## src/rtl/seq_mult_pkg.sv

```systemverilog
// Shared definitions for the sequential shift-and-add multiplier.
// Provides the FSM state encoding and the counter width helper.
package seq_mult_pkg;

    typedef enum logic [1:0] {
        ST_IDLE = 2'd0,
        ST_BUSY = 2'd1,
        ST_DONE = 2'd2
    } state_t;

    // The iteration counter must reach WIDTH-1 without wrapping.
    function automatic int cnt_w(input int w);
        return $clog2(w) + 1;
    endfunction

endpackage

```

## src/rtl/full_adder.sv

```systemverilog
// Single-bit full adder cell.
// Ports: a, b, cin in; s (sum), cout out.
module full_adder (
    input  logic a,
    input  logic b,
    input  logic cin,
    output logic s,
    output logic cout
);

    logic w_p;

    assign w_p  = a ^ b;
    assign s    = w_p ^ cin;
    assign cout = (a & b) | (cin & w_p);

endmodule

```

## src/rtl/ripple_adder.sv

```systemverilog
// WIDTH-bit ripple-carry adder built as a chain of full_adder cells.
// Ports: x, y (WIDTH), cin in; sum (WIDTH), cout out.
module ripple_adder #(
    parameter int WIDTH = 4
) (
    input  logic [WIDTH-1:0] x,
    input  logic [WIDTH-1:0] y,
    input  logic             cin,
    output logic [WIDTH-1:0] sum,
    output logic             cout
);

    logic [WIDTH:0] w_c;

    assign w_c[0] = cin;

    for (genvar i = 0; i < WIDTH; i++) begin : g_fa
        full_adder u_fa (
            .a    (x[i]),
            .b    (y[i]),
            .cin  (w_c[i]),
            .s    (sum[i]),
            .cout (w_c[i+1])
        );
    end

    assign cout = w_c[WIDTH];

endmodule

```

## src/rtl/seq_mult.sv

```systemverilog
// Sequential unsigned shift-and-add multiplier, WIDTH cycles per product.
// Ports: clk, rst_n (sync, active-low); in_valid/in_ready with a, b;
//        out_valid/out_ready with product (2*WIDTH bits).
module seq_mult
    import seq_mult_pkg::*;
#(
    parameter int WIDTH = 4
) (
    input  logic               clk,
    input  logic               rst_n,
    input  logic               in_valid,
    output logic               in_ready,
    input  logic [WIDTH-1:0]   a,
    input  logic [WIDTH-1:0]   b,
    output logic               out_valid,
    input  logic               out_ready,
    output logic [2*WIDTH-1:0] product
);

    localparam int CW = cnt_w(WIDTH);

    state_t             r_state;
    state_t             w_next;
    logic [CW-1:0]      r_count;
    logic [2*WIDTH-1:0] r_p;
    logic [WIDTH-1:0]   r_mreg;
    logic [WIDTH-1:0]   w_addend;
    logic [WIDTH-1:0]   w_sum;
    logic               w_cout;
    logic               w_last;

    // Multiplier bits sit in the low half of P and are consumed LSB first.
    assign w_addend = r_p[0] ? r_mreg : '0;
    assign w_last   = (r_count == CW'(WIDTH - 1));

    ripple_adder #(.WIDTH(WIDTH)) u_add (
        .x    (r_p[2*WIDTH-1:WIDTH]),
        .y    (w_addend),
        .cin  (1'b0),
        .sum  (w_sum),
        .cout (w_cout)
    );

    always_comb begin
        w_next    = r_state;
        in_ready  = 1'b0;
        out_valid = 1'b0;
        unique case (r_state)
            ST_IDLE: begin
                in_ready = rst_n;
                if (in_valid) w_next = ST_BUSY;
            end
            ST_BUSY: begin
                if (w_last) w_next = ST_DONE;
            end
            ST_DONE: begin
                out_valid = 1'b1;
                if (out_ready) w_next = ST_IDLE;
            end
            default: w_next = ST_IDLE;
        endcase
    end

    always_ff @(posedge clk) begin
        if (!rst_n) begin
            r_state <= ST_IDLE;
            r_count <= '0;
            r_p     <= '0;
            r_mreg  <= '0;
        end else begin
            r_state <= w_next;
            unique case (r_state)
                ST_IDLE: begin
                    if (in_valid) begin
                        r_mreg  <= a;
                        r_p     <= {{WIDTH{1'b0}}, b};
                        r_count <= '0;
                    end
                end
                ST_BUSY: begin
                    // Carry becomes the new MSB; P shifts right by one.
                    r_p     <= {w_cout, w_sum, r_p[WIDTH-1:1]};
                    r_count <= r_count + CW'(1);
                end
                default: ;
            endcase
        end
    end

    assign product = r_p;

endmodule

```

## config.mk

```make
export PLATFORM = sky130hd
export DESIGN_NAME = seq_mult
export DESIGN_NICKNAME = d
export VERILOG_FILES = /design/src/rtl/seq_mult_pkg.sv /design/src/rtl/full_adder.sv /design/src/rtl/ripple_adder.sv /design/src/rtl/seq_mult.sv
export SDC_FILE = /design/constraint.sdc
export NUM_CORES = 1
export LEC_CHECK = 0
export ABC_AREA = 1
export CORE_MARGIN = 3
export CORE_UTILIZATION = 25
export DETAILED_ROUTE_END_ITERATION = 10
export SETUP_SLACK_MARGIN = 0.3
export SLEW_MARGIN = 10
export SYNTH_ARGS = -nofsm -noshare
export SYNTH_HDL_FRONTEND = slang
export SYNTH_SLANG_ARGS = --single-unit
```

## constraint.sdc

```tcl
create_clock -name clk -period 2 [get_ports clk]
set_input_delay 0.2 -clock clk [delete_from_list [all_inputs] [get_ports clk]]
set_output_delay 0.2 -clock clk [all_outputs]
set_load 0.02 [all_outputs]
```

==> metrics, run 1 <==
Final Skew=just over 0.004 ns; Pint=roughly 500 µW; drt via density=between 3 and 4; Hold Crit Class=flip-flop to flip-flop; switching power=approximately 200 µW; clk buf depth=2; worst skew pair latency=approximately 0.29 ns; overall power=just under 700 µW; Slew Viols, Final=0; critical path launch point type=flip-flop; Core Region=around 0.0034 mm²; Worst EP arrival=2.14 ns; Max Fclk=around 510 MHz; Util after Layout=between 30% and 40%; die width=roughly 66 µm; Post-Syn Area=around 910 µm²; CP Max Fanout=2; GPL Wtd Cong=around 0.76; TritonCTS Buffers=3; fin crit share=approximately 98%; min-delay src=r_count[2]; r2r startpoint=product[0]; largest net degree at the start of global routing=16; max cap viols=0; CTS H-Tree Depth=1; Final setup viols=0; Critical Path End Type=flip-flop; CP cell instances=nand2_1, inv_1, ha_1, inv_2, fa_2, inv_2, fa_2, inv_1, fa_1, inv_1, nand2_1, a21oi_2; part of the power in registers=between 50 and 60%; post-synth cell types=16; Boundary Pins=22; Cell Count Post-Placement=about 190; Area Overhead vs Synth=29.1%; final worst slack=roughly 0.047 ns; cell mode on critical path=inv_1; final hold vios=0; detailed placement HPWL=1440 µm; vias in the first global route=734; Overflow after GRT=0; CP peak stage delay=between 0.4 and 0.5 ns; Leakage Power=~0.00054 µW; Yosys reg bits=17; initial antenna violation count=0; Sink Count=17; actual slew at the worst max-slew pin=0.401 ns; layout net count=around 170; RSZ-0062 raised after global routing=true; Mapped Cells=130; sequential cell area fraction in the yosys report=37.5%; Initial Util=a little over a quarter; status=finished, final reports clean; Crit-path slowest cell=fa_1; Switching Fraction=roughly 28%; yosys warns=0; first-pass GRT wire length=between 3000 and 4000 µm; crit path launch=product[0]; r2r setup slk=between 0.04 and 0.05 ns; Routed WL=1870 µm; most frequent cells in the layout=nand2_1, nor2_1, inv_1, clkdlybuf4s50_1, dfxtp_1; Routed Antenna Nets=0; Max VDD drop=roughly 0.35 mV; clock share of power=about a quarter; # diodes=0; row cnt=21; post-route insts no fill=between 150 and 200; Top Family by Delay on Critical Path=adder cells; count of input and output buffers=21; Root Driver=clkbuf_4; critical path type=flip-flop to flip-flop; number of buffers and inverters on the critical path=5; CP required=between 2 and 2.5 ns; Die Span Y=around 66 µm; Die ar.=around 0.0044 mm²; crit path time final=1.95 ns; DRC viols=0; Initial DRC Count=16; worst slack, placed=~0.037 ns; Fillers=slightly below 400; First-pass DRT Iterations=4; Mean Syn Cell Area=between 6 and 7 µm²; combinational share of power=19.6%; TritonCTS clock tree=done; most common cell after layout, fill and taps aside=nand2_1; Routed WL per cell=9.53 µm; Rel. slew slack=approximately three quarters; clock transition at the registers of the reported paths=about 0.1 ns; vias post-DR=between 700 and 800; PwrDens=~590 mW/mm²; syn_nets=148; GRT Resource Usage Total=a little under a tenth; share of layout cells above drive strength 1=about 10%
[sequential cells by signal (all words and copies together), names as in the netlist]
register	cells
r_state	2
r_count	3
product	8
r_mreg	4
[routing by layer]
metal / routed length [µm] / part of all wire, % / up-vias / track usage (%)
met2: 864 / 46 / 16 / 14.4
met1: 863 / 46 / 334 / 12.0
met4: 29 / 1.6 / 0 / 3.30
met3: 111 / 5.9 / 4 / 3.91
met5: 0 / 0 / - / 0
li1: - / - / 427 / -
[path summary, 6_finish.rpt]
check | end | cells past startpoint
worst max-delay path | product[6] | 12
worst min-delay path | r_count[2] | 2
worst max register to register | product[6] | 12
worst min register to register | r_count[2] | 2
[repair_timing]
item / 4_1_cts / 5_1_grt
hold buffers: 0 / 0
gates resized for setup: 3 / 2
endpoints found under the setup margin: 4 / 3
buffers inserted: 1 / 0
pin swaps: 0 / 2
[worst reg2reg max path: cells and delay by family (launching register included)]
family                   cells  cell delay [ns]
flip-flops                   1             0.35
buffers and inverters        5             0.21
adder cells (fa/ha/maj)      4             1.13
AND/OR/NAND/NOR              2             0.11
AO/OA/AOI/OAI                1             0.05
[through the flow]
step	TNS [ns]	cell area, µm²	hold WS [ns]
floorplan	0	917	0.364
global placement	0	1140	0.450
detailed placement	0	1140	0.457
CTS	0	1170	0.471
global route	-0.0722	1170	0.521
finish	0	1170	0.470
[power by group through the flow]
stage / Sequential (µW) / Clock (µW) / Combinational (µW)
after floorplan: 387 / 0 / 78.8
after global placement: 383 / 0 / 134
after detailed placement: 384 / 0 / 135
after CTS: 375 / 193 / 139
after global routing: 378 / 209 / 157
final: 375 / 184 / 136
[final cells by class]
class	instances	area [µm²]	area share, %
Sequential cell	17	345	29.5
Tap cell	46	57.6	4.91
Clock buffer	4	26.3	2.24
Inverter	23	86.3	7.36
Timing Repair Buffer	23	223	19.0
Multi-Input combinational cell	83	434	37.0
[synth_stat cells]
cell | instances | area share, %
buf_6 | 2 | 2.5
nand2_1 | 36 | 15
clkbuf_1 | 1 | 0.41
ha_1 | 3 | 4.1
o21ai_0 | 5 | 2.8
a21oi_1 | 7 | 3.9
fa_1 | 3 | 6.6
dfxtp_1 | 17 | 37
o21a_1 | 1 | 0.83
nand3_1 | 4 | 2.2
inv_1 | 22 | 9.1
o21ai_4 | 1 | 1.8
buf_4 | 4 | 3.3
nor2_1 | 22 | 9.1
inv_2 | 1 | 0.41
nand2_2 | 1 | 0.69
[cells by family after synthesis]
kind of cell / share of synthesized area [%]
AND/OR/NAND/NOR: 26.9
buffers and inverters: 15.7
flip-flops: 37.5
AO/OA/AOI/OAI: 9.23
adder cells (fa/ha/maj): 10.7
(Power assumes the default switching activity.)
==> run 2, diff against run 1 <==
Settings changed: DONT_BUFFER_PORTS from default to 1, PLACE_DENSITY from default to 0.36.
==> run 2 against run 1 <==
Worst hold slack worse by 0.45 ns; worst setup slack better by 0.0062 ns; die area stayed put; power is 4.5% lower; maximum frequency is 0.32% higher; sequential cell count stayed put; register-to-register slack hardly changed; critical endpoint unchanged; highest routed layer unchanged.
==> metrics, run 2 (synthesized netlist as in run 1, its figures left out) <==
Crit-path slowest cell=fa_1; First-pass DRT Iterations=4; Leakage Power=~0.00047 µW; status=finished, final reports clean; clk buf depth=2; TritonCTS clock tree=done; critical path type=flip-flop to flip-flop; critical path launch point type=flip-flop; CTS H-Tree Depth=1; Area Overhead vs Synth=9.92%; cell mode on critical path=inv_2; Die Span Y=66.3 µm; WHS=about 0.021 ns; Core Region=between 0.003 and 0.004 mm²; Routed Antenna Nets=0; worst skew pair latency=about 0.29 ns; DRC viols=0; Initial DRC Count=17; GPL Wtd Cong=0.735; Boundary Pins=22; row cnt=21; fin crit share=roughly 97%; RSZ-0062 raised after global routing=true; layout net count=150; CP Max Fanout=3; Initial Util=26.6%; Slew Viols, Final=0; PwrDens=665 mW/mm²; GRT Resource Usage Total=between 10% and 20%; Sink Count=17; detailed placement HPWL=1470 µm; CP required=2.24 ns; Overflow after GRT=0; die width=roughly 66 µm; Routed WL per cell=approximately 11 µm; Top Family by Delay on Critical Path=adder cells; Root Driver=clkbuf_4; first-pass GRT wire length=between 3000 and 4000 µm; TritonCTS Buffers=3; max FFs per register=8; final hold vios=0; CP peak stage delay=a little under 0.4 ns; Critical Path End Type=flip-flop; Worst EP arrival=approximately 2.2 ns; most common cell after layout, fill and taps aside=nand2_1; Final setup viols=0; count of input and output buffers=0; Post-CTS Setup Inserts=0; clock transition at the registers of the reported paths=~0.10 ns; # diodes=0; Hold Crit Class=input port to flip-flop; Rel. slew slack=between 60% and 70%; Final Skew=between 0.002 and 0.0025 ns; largest net degree at the start of global routing=16; initial antenna violation count=0; share of layout cells above drive strength 1=16.0%; vias post-DR=704; actual slew at the worst max-slew pin=~0.46 ns; crit path launch=product[0]; min-delay src=rst_n; max cap viols=0; Routed WL=~2000 µm; number of buffers and inverters on the critical path=5; most frequent cells in the layout=nand2_1, nor2_1, inv_1, dfxtp_1, a21oi_1; drt via density=roughly 4.0; Fillers=396; Util after Layout=29.2%; Max Fclk=514 MHz; vias in the first global route=706; r2r startpoint=product[0]; crit path time final=between 1.5 and 2 ns; Die ar.=0.00439 mm²; Max VDD drop=approximately 0.22 mV; CP cell instances=nand2_2, inv_2, ha_4, inv_2, fa_2, inv_2, fa_2, inv_2, fa_1, inv_1, nand2_1, a21oi_2
## run 2: cell types whose count changed in the layout (fill, tap and decap cells not counted), moves of 2 or more
cell	before	now
clkdlybuf4s50_1	19	0
dlygate4sd2_1	2	0
inv_1	20	18
inv_2	3	5
## run 2: final timing paths
check                                  end  depth (start not counted)  slack, ns
worst max register to register  product[6]                         12       0.05
worst min register to register  r_count[1]                          2       0.47
worst max-delay path            product[6]                         12       0.05
worst min-delay path            product[2]                          2       0.02
## run 2: power breakdown
part           internal, µW  switching (µW)  leakage [µW]
Combinational          32.5            58.5      0.000308
Clock                  74.4             115     0.0000177
Sequential              359            25.7      0.000140
## run 2: layer usage
metal	GRT usage [%]	vias to the layer above	routed length [µm]
met5	0	-	0
met4	5.33	0	21
met3	3.74	2	124
met2	13.8	14	801
met1	14.6	303	1060
li1	-	385	-
## run 2: per-stage QoR
stage / instances / setup WS [ns] / setup TNS [ns] / cell area [µm²] / power, µW
floorplan: 130 / 0.0575 / 0 / 917 / 465
global placement: 172 / 0.0711 / 0 / 941 / 480
detailed placement: 172 / 0.0615 / 0 / 941 / 481
CTS: 176 / 0.0489 / 0 / 968 / 680
global route: 177 / -0.0578 / -0.0598 / 998 / 715
finish: 177 / 0.0535 / 0 / 998 / 664
## run 2: timing repair
action                                 in CTS  in global routing
resized for setup                           0                  8
endpoints found under the hold margin       2                  2
pin swaps                                   1                  2
setup endpoints to repair                   2                  3
## run 2: area by class of cell
cell class / count / area (µm²) / area share, %
inverters: 23 / 86.3 / 8.65
repair buffers: 4 / 32.5 / 3.26
clock buffers: 3 / 22.5 / 2.26
clock inverters: 1 / 5.00 / 0.501
well taps: 46 / 57.6 / 5.76
flip-flops and latches: 17 / 345 / 34.6
multi-input cells: 83 / 449 / 45.0
==> run 3, diff against run 2 <==
Settings changed: CORE_MARGIN 3 to 2, PLACE_DENSITY 0.36 to 0.48.
==> run 3 against run 2 <==
The flow now finishes with violations (negative setup slack); critical path depth is the same; combinational power increased by 2%; global-route usage increased by 0.44 points; register-to-register slack worse by 0.06 ns; via count increased by 4.5%; power is 0.75% lower; final cell count grew 0.56%; wire length decreased by 6.5%; sequential share of layout area down 0.13 points; maximum frequency shrank 3.1%; core utilization rose by 0.22 points; critical endpoint unchanged; largest power group unchanged; highest routed layer unchanged.
==> metrics, run 3 (synthesized netlist as in run 1, its figures left out) <==
Die Span Y=approximately 64 µm; cell mode on critical path=inv_2; Routed WL=around 1900 µm; detailed placement HPWL=~1400 µm; Routed Antenna Nets=0; CP cell instances=nand2_2, inv_2, ha_4, inv_2, fa_2, inv_2, fa_2, inv_2, fa_1, inv_1, nand2_1, a21oi_2; min-delay src=rst_n; critical path launch point type=flip-flop; Routed WL per cell=about 11 µm; TritonCTS clock tree=done; first-pass GRT wire length=between 3000 and 4000 µm; GPL Wtd Cong=0.765; most common cell after layout, fill and taps aside=nand2_1; First-pass DRT Iterations=3; r2r setup slk=-0.008 ns; Top Metal Used=met4; Hold Crit Class=input port to flip-flop; number of buffers and inverters on the critical path=5; Core Region=between 0.003 and 0.004 mm²; worst slack, placed=0.0298 ns; # diodes=0; largest net degree at the start of global routing=16; TritonCTS Buffers=3; critical path type=flip-flop to flip-flop; RSZ-0062 raised after global routing=true; die width=approximately 64 µm; Sink Count=17; status=finished with violations; Critical Path End Type=flip-flop; CP peak stage delay=between 0.5 and 0.6 ns; Rel. slew slack=between 70% and 80%; final hold vios=0; Met3 Wirelength=roughly 120 µm; overall power=between 600 and 700 µW; max FFs per register=8; r2r startpoint=product[0]; metal2 WL=918 µm; worst skew pair latency=about 0.29 ns; Die ar.=between 0.004 and 0.005 mm²; vias in the first global route=approximately 760; Final setup viols=1; max cap viols=0; Leakage Power=between 0.0004 and 0.0005 µW; CP Max Fanout=2; CP required=approximately 2.2 ns; vias post-DR=~740; final worst slack=-0.00794 ns; Top Family by Delay on Critical Path=adder cells; Boundary Pins=22; worst r2r path cells=12; share of layout cells above drive strength 1=between 15 and 20%; violated checks=negative setup slack; count of input and output buffers=0; Final Skew=0.00155 ns; GRT Resource Usage Total=10.9%; Area Overhead vs Synth=10.7%; CTS H-Tree Depth=1; Root Driver=clkbuf_4; PwrDens=around 660 mW/mm²; row cnt=21; clock transition at the registers of the reported paths=about 0.09 ns; FF/Latch Area=about 350 µm²; Worst EP arrival=~2.2 ns; initial antenna violation count=0; most frequent cells in the layout=nand2_1, nor2_1, inv_1, dfxtp_1, a21oi_1; crit path time final=about 2.0 ns; Overflow after GRT=0; drt via density=4.13; Max Fclk=about 500 MHz; Crit-path slowest cell=fa_1; Fillers=between 300 and 400; Max VDD drop=approximately 0.3 mV; Multi-input gate area=roughly 450 µm²; Initial Util=a little over a quarter; layout net count=roughly 150; WHS Endpoint=product[2]; Slew Viols, Final=0; worst hold path stage count=2; RR Endpoint=product[6]; actual slew at the worst max-slew pin=around 0.44 ns; clk buf depth=2; met1 WL=802 µm; fin crit share=100%; DRC viols=0; Initial DRC Count=24
-- run 3: cell count changes in the layout (fill, tap and decap cells not counted) --
cell / previous run / this run
buf_4: 3 / 4
clkbuf_1: 0 / 1
clkinv_2: 1 / 0
dfxtp_1: 15 / 14
dfxtp_2: 1 / 2
-- run 3: what timing repair did --
action	in CTS	in global routing
hold buffers	1	0
setup buffers	1	0
setup endpoints to repair	2	3
resized for setup	1	8
pin swaps	2	6
endpoints found under the hold margin	1	0
-- run 3: per-stage QoR --
step	cell area, µm²	std cells	hold slack (ns)	utilization (%)	setup TNS [ns]
after floorplan	917	130	0.364	-	0
after global placement	941	172	0.324	27.5	0
after detailed placement	941	172	0.324	27.5	0
after CTS	985	178	0.00615	28.8	0
after global routing	1010	178	0.0141	29.5	-0.144
final	1010	178	0.0254	29.5	-0.00794
-- run 3: worst register-to-register path, stage by stage, from the launching register on --
cell,delay [ns]
dfxtp_4,0.35
nand2_2,0.05
inv_2,0.06
ha_4,0.12
inv_2,0.03
fa_2,0.32
inv_2,0.06
fa_2,0.19
inv_2,0.04
fa_1,0.52
inv_1,0.04
nand2_1,0.07
a21oi_2,0.05
-- run 3: power by group --
group / switching, µW / internal [µW] / leakage [µW]
Combinational: 57.8 / 34.9 / 0.000313
Sequential: 24.5 / 359 / 0.000141
Clock: 106 / 77.6 / 0.0000150
-- run 3: layout make-up --
type                       count  share of cell area, %
timing repair buffer           5                   3.98
tap                           46                   5.72
sequential                    17                   34.5
clock buffer                   4                   2.61
multi-input combinational     83                   44.7
inverter                      23                   8.58
-- run 3: worst max path at each step --
stage | from | to | slack (ns) | cells past startpoint
finish | product[0] | product[6] | -0.008 | 12
floorplan | product[0] | product[6] | 0.06 | 12
CTS | product[0] | product[6] | 0.02 | 12
global route | product[0] | product[6] | -0.09 | 12
global placement | product[0] | product[6] | 0.07 | 12
detailed placement | product[0] | product[6] | 0.03 | 12
-- run 3: layer usage --
layer | vias to the layer above | global-route usage [%]
met5 | - | 0
met4 | 0 | 3.99
met3 | 4 | 4.40
met2 | 14 | 19.0
met1 | 331 | 11.8
li1 | 387 | -
